[src/rtl/pipe_hazard_ctrl_pkg.sv]
// Shared constants for the hazard controller: stage indices, default request map,
// FSM state encoding.
package pipe_hazard_ctrl_pkg;

    localparam int STG_W = 3;
    localparam int PC_W  = 32;

    localparam logic [STG_W-1:0] STG_PC  = 3'd0;
    localparam logic [STG_W-1:0] STG_IF  = 3'd1;
    localparam logic [STG_W-1:0] STG_ID  = 3'd2;
    localparam logic [STG_W-1:0] STG_EX  = 3'd3;
    localparam logic [STG_W-1:0] STG_MEM = 3'd4;
    localparam logic [STG_W-1:0] STG_WB  = 3'd5;

    localparam int STAGES_DEF    = int'(STG_WB) + 1;
    localparam int NREQ_DEF      = 3;
    localparam int DRAIN_STG_DEF = int'(STG_MEM);
    localparam int MAX_STALL_DEF = 1024;
    localparam int CNT_W_DEF     = 32;

    // Request i lives in slice [3i +: 3]: req0=ID (load-use), req1=EX (div), req2=MEM (dsram)
    localparam logic [NREQ_DEF*STG_W-1:0] REQ_STAGE_DEF = {STG_MEM, STG_EX, STG_ID};

    typedef enum logic [1:0] {
        ST_RUN        = 2'd0,
        ST_FLUSH_WAIT = 2'd1,
        ST_FLUSH      = 2'd2
    } state_t;

endpackage

[src/rtl/pipe_hazard_ctrl_if.sv]
// Bundle between the pipeline top and the hazard controller: stall requests and
// exception in, stall bus, redirect and statistics out.
interface pipe_hazard_ctrl_if
    import pipe_hazard_ctrl_pkg::*;
#(
    parameter int NREQ   = NREQ_DEF,
    parameter int STAGES = STAGES_DEF,
    parameter int CNT_W  = CNT_W_DEF
);

    logic [NREQ-1:0]   stall_req;
    logic              excp_valid;
    logic [PC_W-1:0]   excp_pc;
    logic [STAGES-1:0] stall;
    logic              flush;
    logic [PC_W-1:0]   new_pc;
    logic [CNT_W-1:0]  stall_cycles;
    logic [CNT_W-1:0]  flush_count;
    logic              timeout;

    modport master (
        output stall_req, excp_valid, excp_pc,
        input  stall, flush, new_pc, stall_cycles, flush_count, timeout
    );

    modport slave (
        input  stall_req, excp_valid, excp_pc,
        output stall, flush, new_pc, stall_cycles, flush_count, timeout
    );

endinterface

[src/rtl/pipe_perf_cnt.sv]
// Free-running event counter: increments on each enabled cycle, wraps modulo 2^CNT_W.
module pipe_perf_cnt #(
    parameter int CNT_W = 32
) (
    input  logic             clk,
    input  logic             srst,
    input  logic             en,
    output logic [CNT_W-1:0] count
);

    logic [CNT_W-1:0] count_reg;

    always_ff @(posedge clk) begin
        if (srst) begin
            count_reg <= '0;
        end else if (en) begin
            count_reg <= count_reg + CNT_W'(1);
        end
    end

    assign count = count_reg;

endmodule

[src/rtl/pipe_hazard_ctrl.sv]
// Pipeline hazard controller: merges stall requests into a per-stage stall bus,
// sequences exception flushes behind draining memory accesses, and runs a stall watchdog.
module pipe_hazard_ctrl
    import pipe_hazard_ctrl_pkg::*;
#(
    parameter int                      STAGES    = STAGES_DEF,
    parameter int                      NREQ      = NREQ_DEF,
    parameter logic [NREQ*STG_W-1:0]   REQ_STAGE = REQ_STAGE_DEF,
    parameter int                      DRAIN_STG = DRAIN_STG_DEF,
    parameter int                      MAX_STALL = MAX_STALL_DEF,
    parameter int                      CNT_W     = CNT_W_DEF
) (
    input  logic              clk,
    input  logic              rst,
    pipe_hazard_ctrl_if.slave hz
);

    localparam int                RUN_W   = (MAX_STALL > 2) ? $clog2(MAX_STALL) : 1;
    localparam logic [RUN_W-1:0]  RUN_MAX = RUN_W'(MAX_STALL - 1);

    logic [STG_W-1:0]  req_stage [NREQ];
    logic [NREQ-1:0]   req_at_drain;
    logic              drain_busy;
    logic [STG_W-1:0]  max_stage;
    logic              any_req;
    logic              stall_gate;
    logic [STAGES-1:0] stall_bus;
    logic              stall_any;

    state_t            state_reg, state_next;
    logic [PC_W-1:0]   pc_reg, pc_next;
    logic              flush_reg;
    logic [PC_W-1:0]   new_pc_reg;
    logic [RUN_W-1:0]  run_reg;
    logic              timeout_reg;

    // ---------------------------------------------------------------- stall merge
    generate
        for (genvar gi = 0; gi < NREQ; gi++) begin : g_req
            assign req_stage[gi]    = REQ_STAGE[gi*STG_W +: STG_W];
            assign req_at_drain[gi] = hz.stall_req[gi] && (int'(req_stage[gi]) >= DRAIN_STG);
        end
    endgenerate

    assign drain_busy = |req_at_drain;

    always_comb begin
        max_stage = STG_PC;
        any_req   = 1'b0;
        for (int i = 0; i < NREQ; i++) begin
            if (hz.stall_req[i]) begin
                any_req = 1'b1;
                if (req_stage[i] > max_stage) begin
                    max_stage = req_stage[i];
                end
            end
        end
    end

    // Flush owns the pipeline for its cycle, so every request is masked then.
    assign stall_gate = any_req && !rst && (state_reg != ST_FLUSH);

    generate
        for (genvar gi = 0; gi < STAGES; gi++) begin : g_stall
            assign stall_bus[gi] = stall_gate && (gi <= int'(max_stage));
        end
    endgenerate

    assign stall_any = |stall_bus;

    // ---------------------------------------------------------------- flush FSM
    always_ff @(posedge clk) begin
        if (rst) begin
            state_reg  <= ST_RUN;
            pc_reg     <= '0;
            flush_reg  <= 1'b0;
            new_pc_reg <= '0;
        end else begin
            state_reg  <= state_next;
            pc_reg     <= pc_next;
            flush_reg  <= (state_next == ST_FLUSH);
            new_pc_reg <= (state_next == ST_FLUSH) ? pc_next : '0;
        end
    end

    always_comb begin
        state_next = state_reg;
        pc_next    = pc_reg;
        unique case (state_reg)
            ST_RUN: begin
                // Only RUN accepts an exception, so the first one wins until the flush retires.
                if (hz.excp_valid) begin
                    pc_next    = hz.excp_pc;
                    state_next = drain_busy ? ST_FLUSH_WAIT : ST_FLUSH;
                end
            end
            ST_FLUSH_WAIT: begin
                if (!drain_busy) begin
                    state_next = ST_FLUSH;
                end
            end
            ST_FLUSH: begin
                state_next = ST_RUN;
            end
            default: begin
                state_next = ST_RUN;
            end
        endcase
    end

    // ---------------------------------------------------------------- watchdog
    always_ff @(posedge clk) begin
        if (rst) begin
            run_reg     <= '0;
            timeout_reg <= 1'b0;
        end else begin
            if (!stall_any) begin
                run_reg <= '0;
            end else if (run_reg != RUN_MAX) begin
                run_reg <= run_reg + RUN_W'(1);
            end
            if (stall_any && (run_reg == RUN_MAX)) begin
                timeout_reg <= 1'b1;
            end
        end
    end

    // ---------------------------------------------------------------- counters
    pipe_perf_cnt #(.CNT_W(CNT_W)) u_stall_cnt (
        .clk   (clk),
        .srst  (rst),
        .en    (stall_any),
        .count (hz.stall_cycles)
    );

    pipe_perf_cnt #(.CNT_W(CNT_W)) u_flush_cnt (
        .clk   (clk),
        .srst  (rst),
        .en    (flush_reg),
        .count (hz.flush_count)
    );

    assign hz.stall   = stall_bus;
    assign hz.flush   = flush_reg;
    assign hz.new_pc  = new_pc_reg;
    assign hz.timeout = timeout_reg;

endmodule

[src/flat_wrapper.sv]
// flat-port wrapper written by rule: the top's interface ports become plain ports
module pipe_hazard_ctrl_flat import pipe_hazard_ctrl_pkg::*;
#(
    parameter int                      STAGES    = STAGES_DEF,
    parameter int                      NREQ      = NREQ_DEF,
    parameter logic [NREQ*STG_W-1:0]   REQ_STAGE = REQ_STAGE_DEF,
    parameter int                      DRAIN_STG = DRAIN_STG_DEF,
    parameter int                      MAX_STALL = MAX_STALL_DEF,
    parameter int                      CNT_W     = CNT_W_DEF
)
  (clk, rst, hz_stall_req, hz_excp_valid, hz_excp_pc, hz_stall, hz_flush, hz_new_pc, hz_stall_cycles, hz_flush_count, hz_timeout);
  pipe_hazard_ctrl_if #(.NREQ(NREQ), .STAGES(STAGES), .CNT_W(CNT_W)) hz_i ();
  input  logic clk;
  input  logic rst;
  input wire logic [$bits(hz_i.stall_req)-1:0] hz_stall_req;
  input wire logic [$bits(hz_i.excp_valid)-1:0] hz_excp_valid;
  input wire logic [$bits(hz_i.excp_pc)-1:0] hz_excp_pc;
  output wire logic [$bits(hz_i.stall)-1:0] hz_stall;
  output wire logic [$bits(hz_i.flush)-1:0] hz_flush;
  output wire logic [$bits(hz_i.new_pc)-1:0] hz_new_pc;
  output wire logic [$bits(hz_i.stall_cycles)-1:0] hz_stall_cycles;
  output wire logic [$bits(hz_i.flush_count)-1:0] hz_flush_count;
  output wire logic [$bits(hz_i.timeout)-1:0] hz_timeout;
  assign hz_i.stall_req = hz_stall_req;
  assign hz_i.excp_valid = hz_excp_valid;
  assign hz_i.excp_pc = hz_excp_pc;
  assign hz_stall = hz_i.stall;
  assign hz_flush = hz_i.flush;
  assign hz_new_pc = hz_i.new_pc;
  assign hz_stall_cycles = hz_i.stall_cycles;
  assign hz_flush_count = hz_i.flush_count;
  assign hz_timeout = hz_i.timeout;
  pipe_hazard_ctrl #(.STAGES(STAGES), .NREQ(NREQ), .REQ_STAGE(REQ_STAGE), .DRAIN_STG(DRAIN_STG), .MAX_STALL(MAX_STALL), .CNT_W(CNT_W)) u_core (.clk(clk), .rst(rst), .hz(hz_i));
endmodule
[config.mk]
export PLATFORM = sky130hd
export DESIGN_NAME = pipe_hazard_ctrl_flat
export DESIGN_NICKNAME = d
export VERILOG_FILES = /design/src/rtl/pipe_hazard_ctrl_pkg.sv /design/src/rtl/pipe_hazard_ctrl_if.sv /design/src/rtl/pipe_perf_cnt.sv /design/src/rtl/pipe_hazard_ctrl.sv /design/src/flat_wrapper.sv
export SDC_FILE = /design/constraint.sdc
export NUM_CORES = 1
export LEC_CHECK = 0
export ABC_AREA = 1
export CAP_MARGIN = 20
export CORE_MARGIN = 2
export CORE_UTILIZATION = 35
export CTS_BUF_LIST = sky130_fd_sc_hd__clkbuf_8 sky130_fd_sc_hd__clkbuf_16
export CTS_CLUSTER_SIZE = 16
export DETAILED_ROUTE_END_ITERATION = 8
export SLEW_MARGIN = 30
export SYNTH_ARGS = -nofsm -noshare
export SYNTH_HDL_FRONTEND = slang
export SYNTH_SLANG_ARGS = --single-unit
[constraint.sdc]
create_clock -name clk -period 2.23 [get_ports clk]
set_clock_uncertainty 0.15 [all_clocks]
set_input_delay 0.446 -clock clk [delete_from_list [all_inputs] [get_ports clk]]
set_output_delay 0.446 -clock clk [all_outputs]
set_load 0.05 [all_outputs]
==> impl_metrics.tcl, run 1 <==
set metrics [dict create \
    finalSetupTns_ps 0 \
    critical_path_arrival_ps 1580 \
    cts.sink_count 142 \
    grt_overflow_total 0 \
    number_of_maximum_capacitance_constraint_violations 0 \
    critical_path.cell_chain "clkdlybuf4s50_1" \
    finalNetCount 1028 \
    total_power_uw 6050 \
    power_per_cell_area_mw_per_mm2 729 \
    final.min_clock_period_ps 2180 \
    synth_fp_nets 871 \
    grt_setup_unrepaired "no" \
    cp-endpoint "hz_flush_count[14]" \
    hold_viol 0 \
    placementRows 48 \
    final_core_utilization_pct 48.5 \
    ys_seq_area_share_pct 47.0 \
    grt_start_max_net_pins 46 \
    placed_standard_cell_area_sq_mm 0.00773 \
    dr.pass1.iters 6 \
    start_util_pct 35.4 \
    setup_violations 0 \
    grt_first_pass_wirelength_um 25800 \
    ys.flop_type "dfxtp_1" \
    critical_path.startpoint "u_core.u_flush_cnt.count[14]$_SDFFE_PP0P_" \
    fp.coreArea_sq_mm 0.0171 \
    synth.most_common_cell "nor2_1" \
    max-vdd-ir-drop_v 0.000505 \
    design.portCount 142 \
    floorplan.die.height_um 136 \
    worst-slew-pin-transition_ps 556 \
    r2r_cells 8 \
    drive_gt1_share_pct 9.50 \
    finalWirelength_um 16000 \
    worst_hold_path_type "in2reg" \
    worst_path_top_cell_family_by_delay "buffers and inverters" \
    clock_insertion_delay_worst_skew_ps 420 \
    timing.critical_path.buf_inv 1 \
    max_slew_margin_pct 62.8 \
    outcome "finished, final reports clean" \
    ys_seq_elements 142 \
    grt_antenna_before_repair 0 \
    cp-end-kind "primary output" \
    initialDrtViolationCount 306 \
    routed_via_density 4.66 \
    port-buffer-count 140 \
    timing.critical_path.fanout_max 2 \
    number_of_buffers_on_the_longest_clock_path 2 \
    worst_path_largest_cell_delay_ps 810 \
    worst-setup-path-type "reg2out" \
    reg2reg_slack_ps 360 \
    synth_largest_area_cell "dfxtp_1" \
    crit_cells 1 \
    synthesis.yosys.warnings 0 \
    post-dp-hpwl_um 11600 \
    synthArstFlopShare_pct 0 \
    synth_enable_flop_cells 0 \
    timing.critical_path.from_type "flop" \
    maxClockFrequency_ghz 0.460 \
    grt_pass1_vias 5318 \
    globalRouteTotalUtil_pct 17.9 \
    final_max_slew_viol_count 0 \
    r2r-start "u_core.u_flush_cnt.count[0]$_SDFFE_PP0P_" \
    flow.area_growth_from_synthesis_pct 37.0 \
    crit_required_ps 1630 \
    synth_top_cell_area_share_pct 47.0 \
    final_worst_path_period_share_pct 97.5 \
    ctsRootBufferMaster "clkbuf_16" \
    mappedNetlistArea_sq_mm 0.00605 \
    die_footprint_sq_mm 0.0184 \
    clkSlewWorstSetupHoldPaths_ps 70 \
    syn-instance-count 830 \
    tritoncts "built" \
    timing.rr.end "u_core.u_flush_cnt.count[14]$_SDFFE_PP0P_" \
    post_synth_main_area_contributors "dfxtp_1, nor2_1, nand2_1, inv_1, nand3_1" \
    detailroute.via_count 5713 \
    gp_congestion 0.897 \
    timing.critical_path.slowest_stage_cell "clkdlybuf4s50_1" \
    htree_num_levels 4 \
    drtAntennaViolNets 0 \
    synth_top_cells_by_count "nor2_1, dfxtp_1, nand2_1, inv_1, nand3_1" \
    die-width_um 136 \
    antenna_cells_inserted 0 \
    drt_drc_violations_left 0 \
    avgRoutedWirePerCell_um 13.1 \
    cts_buffers 17 \
    stdcell_area_sq_mm 0.00830 \
    number_of_library_cell_types_mapped_by_synthesis 35 \
    avgSynthCellArea_sq_um 7.29 \
    total_leakage_power_uw 0.00364 \
]
[where the power goes]
part | switching (uW) | internal, uW
Combinational | 343 | 207
Clock | 1250 | 1600
Sequential | 33.8 | 2620
Total | 1630 | 4420
[cells by family (layout without fill, tap and decap cells)]
kind of cell             after synthesis  after routing  synth area share, %
AO/OA/AOI/OAI                         65             65                 5.95
XOR/XNOR                               9              9                 1.30
adder cells (fa/ha/maj)                3              3                0.620
buffers and inverters                118            288                 8.25
flip-flops                           142            142                 47.0
multiplexers                          15             15                 2.48
other                                  1              1               0.0619
AND/OR/NAND/NOR                      477            477                 34.4
[worst reg2reg max path, cell delays in order (launching register included)]
cell and delay [ps]:
dfxtp_1 400, ha_1 250, nand3_1 110, nor2_1 200, nand2_1 110, nor2_1 220, nand2_1 100, xor2_1 150
nor2_1 50
[routing by layer]
| metal | global-route usage (%) | wire length [um] | vias up |
|---|---|---|---|
| li1 | - | - | 2984 |
| met1 | 21.9 | 7400 | 2579 |
| met2 | 30.1 | 7460 | 133 |
| met3 | 5.13 | 929 | 17 |
| met4 | 6.13 | 221 | 0 |
| met5 | 0 | 0 | - |
[layout by cell type (no fill, tap or decap), types with 27 or more instances in the layout]
master,Yosys,routed
nor2_1,196,195
dfxtp_1,142,142
nand2_1,137,137
inv_1,90,90
clkdlybuf4s50_1,0,68
nand3_1,55,55
dlygate4sd2_1,0,47
buf_4,6,34
a21oi_1,30,30
nor3_1,27,27
[area by class of cell]
| type | instances | area, sq um |
|---|---|---|
| Clock inverter | 15 | 163 |
| Inverter | 94 | 353 |
| Timing Repair Buffer | 162 | 1520 |
| Tap cell | 225 | 282 |
| Sequential cell | 142 | 2840 |
| Fill cell | 1684 | 8820 |
| Clock buffer | 17 | 425 |
| Multi-Input combinational cell | 570 | 2720 |
[worst min path at each step]
stage,startpoint,endpoint,slack (ps),cells past startpoint
2_1_floorplan,u_core.run_reg[4]$_SDFFE_PP0P_,u_core.run_reg[4]$_SDFFE_PP0P_,290,2
3_3_place_gp,u_core.u_stall_cnt.count[5]$_SDFFE_PP0P_,u_core.u_stall_cnt.count[5]$_SDFFE_PP0P_,310,2
3_5_place_dp,u_core.run_reg[4]$_SDFFE_PP0P_,u_core.run_reg[4]$_SDFFE_PP0P_,310,2
4_1_cts,rst,u_core.u_stall_cnt.count[30]$_SDFFE_PP0P_,160,2
5_1_grt,rst,u_core.u_stall_cnt.count[30]$_SDFFE_PP0P_,170,2
6_report,rst,u_core.u_stall_cnt.count[14]$_SDFFE_PP0P_,180,2
[per-stage QoR]
stage               cells  setup slack (ps)  hold slack (ps)
floorplan             830               217              287
global placement     1192             -38.3              307
detailed placement   1192             -53.9              308
CTS                  1224              4.46              162
global route         1225              6.72              174
finish               1225              54.7              181
[what timing repair did]
action,in CTS,in global routing
endpoints found under the setup margin,50,8
resized for setup,49,9
hold buffers,0,0
setup buffers,0,1
pin swaps,0,1
No activity file was read; power rests on OpenSTA's default activity.
==> run 2: changes to the inputs <==
DONT_BUFFER_PORTS = 1   (was unset)
clock period = 2.8 ns   (was 2.23 ns; I/O delays follow)
==> run 2 against run 1 <==
Flip-flop and latch count unchanged. Register-to-register slack better by 450 ps. Clock power down 24%. Non-clock buffer count down 101. First-iteration DRC count down 13%. Critical path depth up 4. Critical endpoint is now hz_stall[2]. Clock-buffer cell count up 1. Cell count down 8.2%.
==> impl_metrics.tcl, run 2 (synthesis gave the netlist of run 1 again) <==
set metrics [dict create \
    placed_standard_cell_area_sq_mm 0.00666 \
    flow.area_growth_from_synthesis_pct 19.3 \
    hold_viol 0 \
    worst_hold_path_type "in2reg" \
    htree_num_levels 4 \
    cp-end-kind "primary output" \
    drive_gt1_share_pct 12.9 \
    port-buffer-count 0 \
    grt_first_pass_wirelength_um 24600 \
    clkSlewWorstSetupHoldPaths_ps 70 \
    post-place-ws_ps 774 \
    worst_path_top_cell_family_by_delay "simple AND/OR/NAND/NOR gates" \
    critical_path.cell_chain "inv_1 > nand2_1 > nand2_2 > nor2_1 > buf_4" \
    final.min_clock_period_ps 2230 \
    clock_insertion_delay_worst_skew_ps 420 \
    timing.critical_path.from_type "flop" \
    drtAntennaViolNets 0 \
    cts_setup_buffers 0 \
    total_leakage_power_uw 0.00296 \
    dr.pass1.iters 4 \
    grt_antenna_before_repair 0 \
    count_of_filler_cells_inserted_in_the_layout 1789 \
    tritoncts "built" \
    worst_slack_ps 569 \
    design.portCount 142 \
    grt_setup_unrepaired "no" \
    worst_path_largest_cell_delay_ps 370 \
    stdcell_area_sq_mm 0.00722 \
    ctsRootBufferMaster "clkbuf_16" \
    max_slew_margin_pct 45.2 \
    die_footprint_sq_mm 0.0184 \
    finalWirelength_um 15500 \
    globalRouteTotalUtil_pct 17.1 \
    final_worst_path_period_share_pct 79.7 \
    power_per_cell_area_mw_per_mm2 636 \
    gp_congestion 0.858 \
    grt_overflow_total 0 \
    detailroute.via_count 5326 \
    floorplan.die.height_um 136 \
    crit_required_ps 2090 \
    grt_pass1_vias 4971 \
    die-width_um 136 \
    timing.critical_path.slowest_stage_cell "dfxtp_1" \
    grt_start_max_net_pins 75 \
    fp.coreArea_sq_mm 0.0171 \
    maxClockFrequency_ghz 0.448 \
    cts.sink_count 142 \
    hold_buffers 0 \
    number_of_maximum_capacitance_constraint_violations 0 \
    mostFrequentLayoutCells "nor2_1, dfxtp_1, nand2_1" \
    placementRows 48 \
    number_of_buffers_on_the_longest_clock_path 2 \
    final_max_slew_viol_count 0 \
    routed_via_density 4.74 \
    cts_buffers 17 \
    post_cts_resized 0 \
    start_util_pct 35.4 \
    critical_path_arrival_ps 1520 \
    initialDrtViolationCount 265 \
    timing.critical_path.buf_inv 2 \
    timing.critical_path.fanout_max 4 \
    worst-setup-path-type "reg2out" \
    finalNetCount 927 \
    setup_violations 0 \
    final_common_cell "nor2_1" \
    post-dp-hpwl_um 11100 \
    max-vdd-ir-drop_v 0.000407 \
    antenna_cells_inserted 0 \
    worst-slew-pin-transition_ps 822 \
    outcome "finished, final reports clean" \
    drt_drc_violations_left 0 \
    avgRoutedWirePerCell_um 13.8 \
    finalSetupTns_ps 0 \
    timing.hold.ws_ps 53.2 \
]
run 2: cell types whose count changed in the layout (fill, tap and decap cells not counted), sizes merged:
| cell | change |
|---|---|
| clkinv | +1 |
| bufinv | -1 |
| dlymetal6s2s | -8 |
| clkbuf | +1 |
| clkinvlp | +1 |
| inv | -2 |
| dlygate4sd2 | -47 |
| clkdlybuf4s50 | -68 |
| buf | +22 |
run 2: final timing paths:
| path | endpoint | cells past startpoint | start | slack (ps) |
|---|---|---|---|---|
| worst max-delay path | hz_stall[2] | 5 | u_core.state_reg[0]$_SDFF_PP0_ | 570 |
| worst min-delay path | u_core.u_stall_cnt.count[14]$_SDFFE_PP0P_ | 1 | rst | 50 |
| worst max register to register | u_core.u_flush_cnt.count[12]$_SDFFE_PP0P_ | 9 | u_core.u_flush_cnt.count[0]$_SDFFE_PP0P_ | 810 |
| worst min register to register | u_core.run_reg[4]$_SDFFE_PP0P_ | 2 | u_core.run_reg[4]$_SDFFE_PP0P_ | 320 |
run 2: per-layer routing:
metal / global-route usage (%) / vias to the layer above / share of wire, % / routed length (um)
li1: - / 2777 / - / -
met1: 20.9 / 2412 / 45 / 6990
met2: 27.6 / 121 / 46 / 7130
met3: 6.51 / 16 / 7.3 / 1130
met4: 6.31 / 0 / 1.4 / 213
met5: 0 / - / 0 / 0
run 2: area by class of cell:
type	count	area, sq um	area share [%]
Multi-Input combinational cell	570	2710	37.6
Clock inverter	14	124	1.71
Tap cell	225	282	3.90
Inverter	94	353	4.88
Timing Repair Buffer	61	470	6.51
Clock buffer	18	439	6.08
Sequential cell	142	2840	39.4
run 2: metrics by stage:
stage / instances / total power [uW] / util [%]
floorplan: 830 / 2440 / -
global placement: 1092 / 2480 / 38.9
detailed placement: 1092 / 2480 / 38.9
CTS: 1124 / 4650 / 42.2
global route: 1124 / 4780 / 42.2
finish: 1124 / 4590 / 42.2
run 2: report_power, final:
group	internal (uW)	switching (uW)	leakage (uW)
registers	2080	76.3	0.00115
clock network	1190	969	0.000274
logic	84.3	188	0.00153
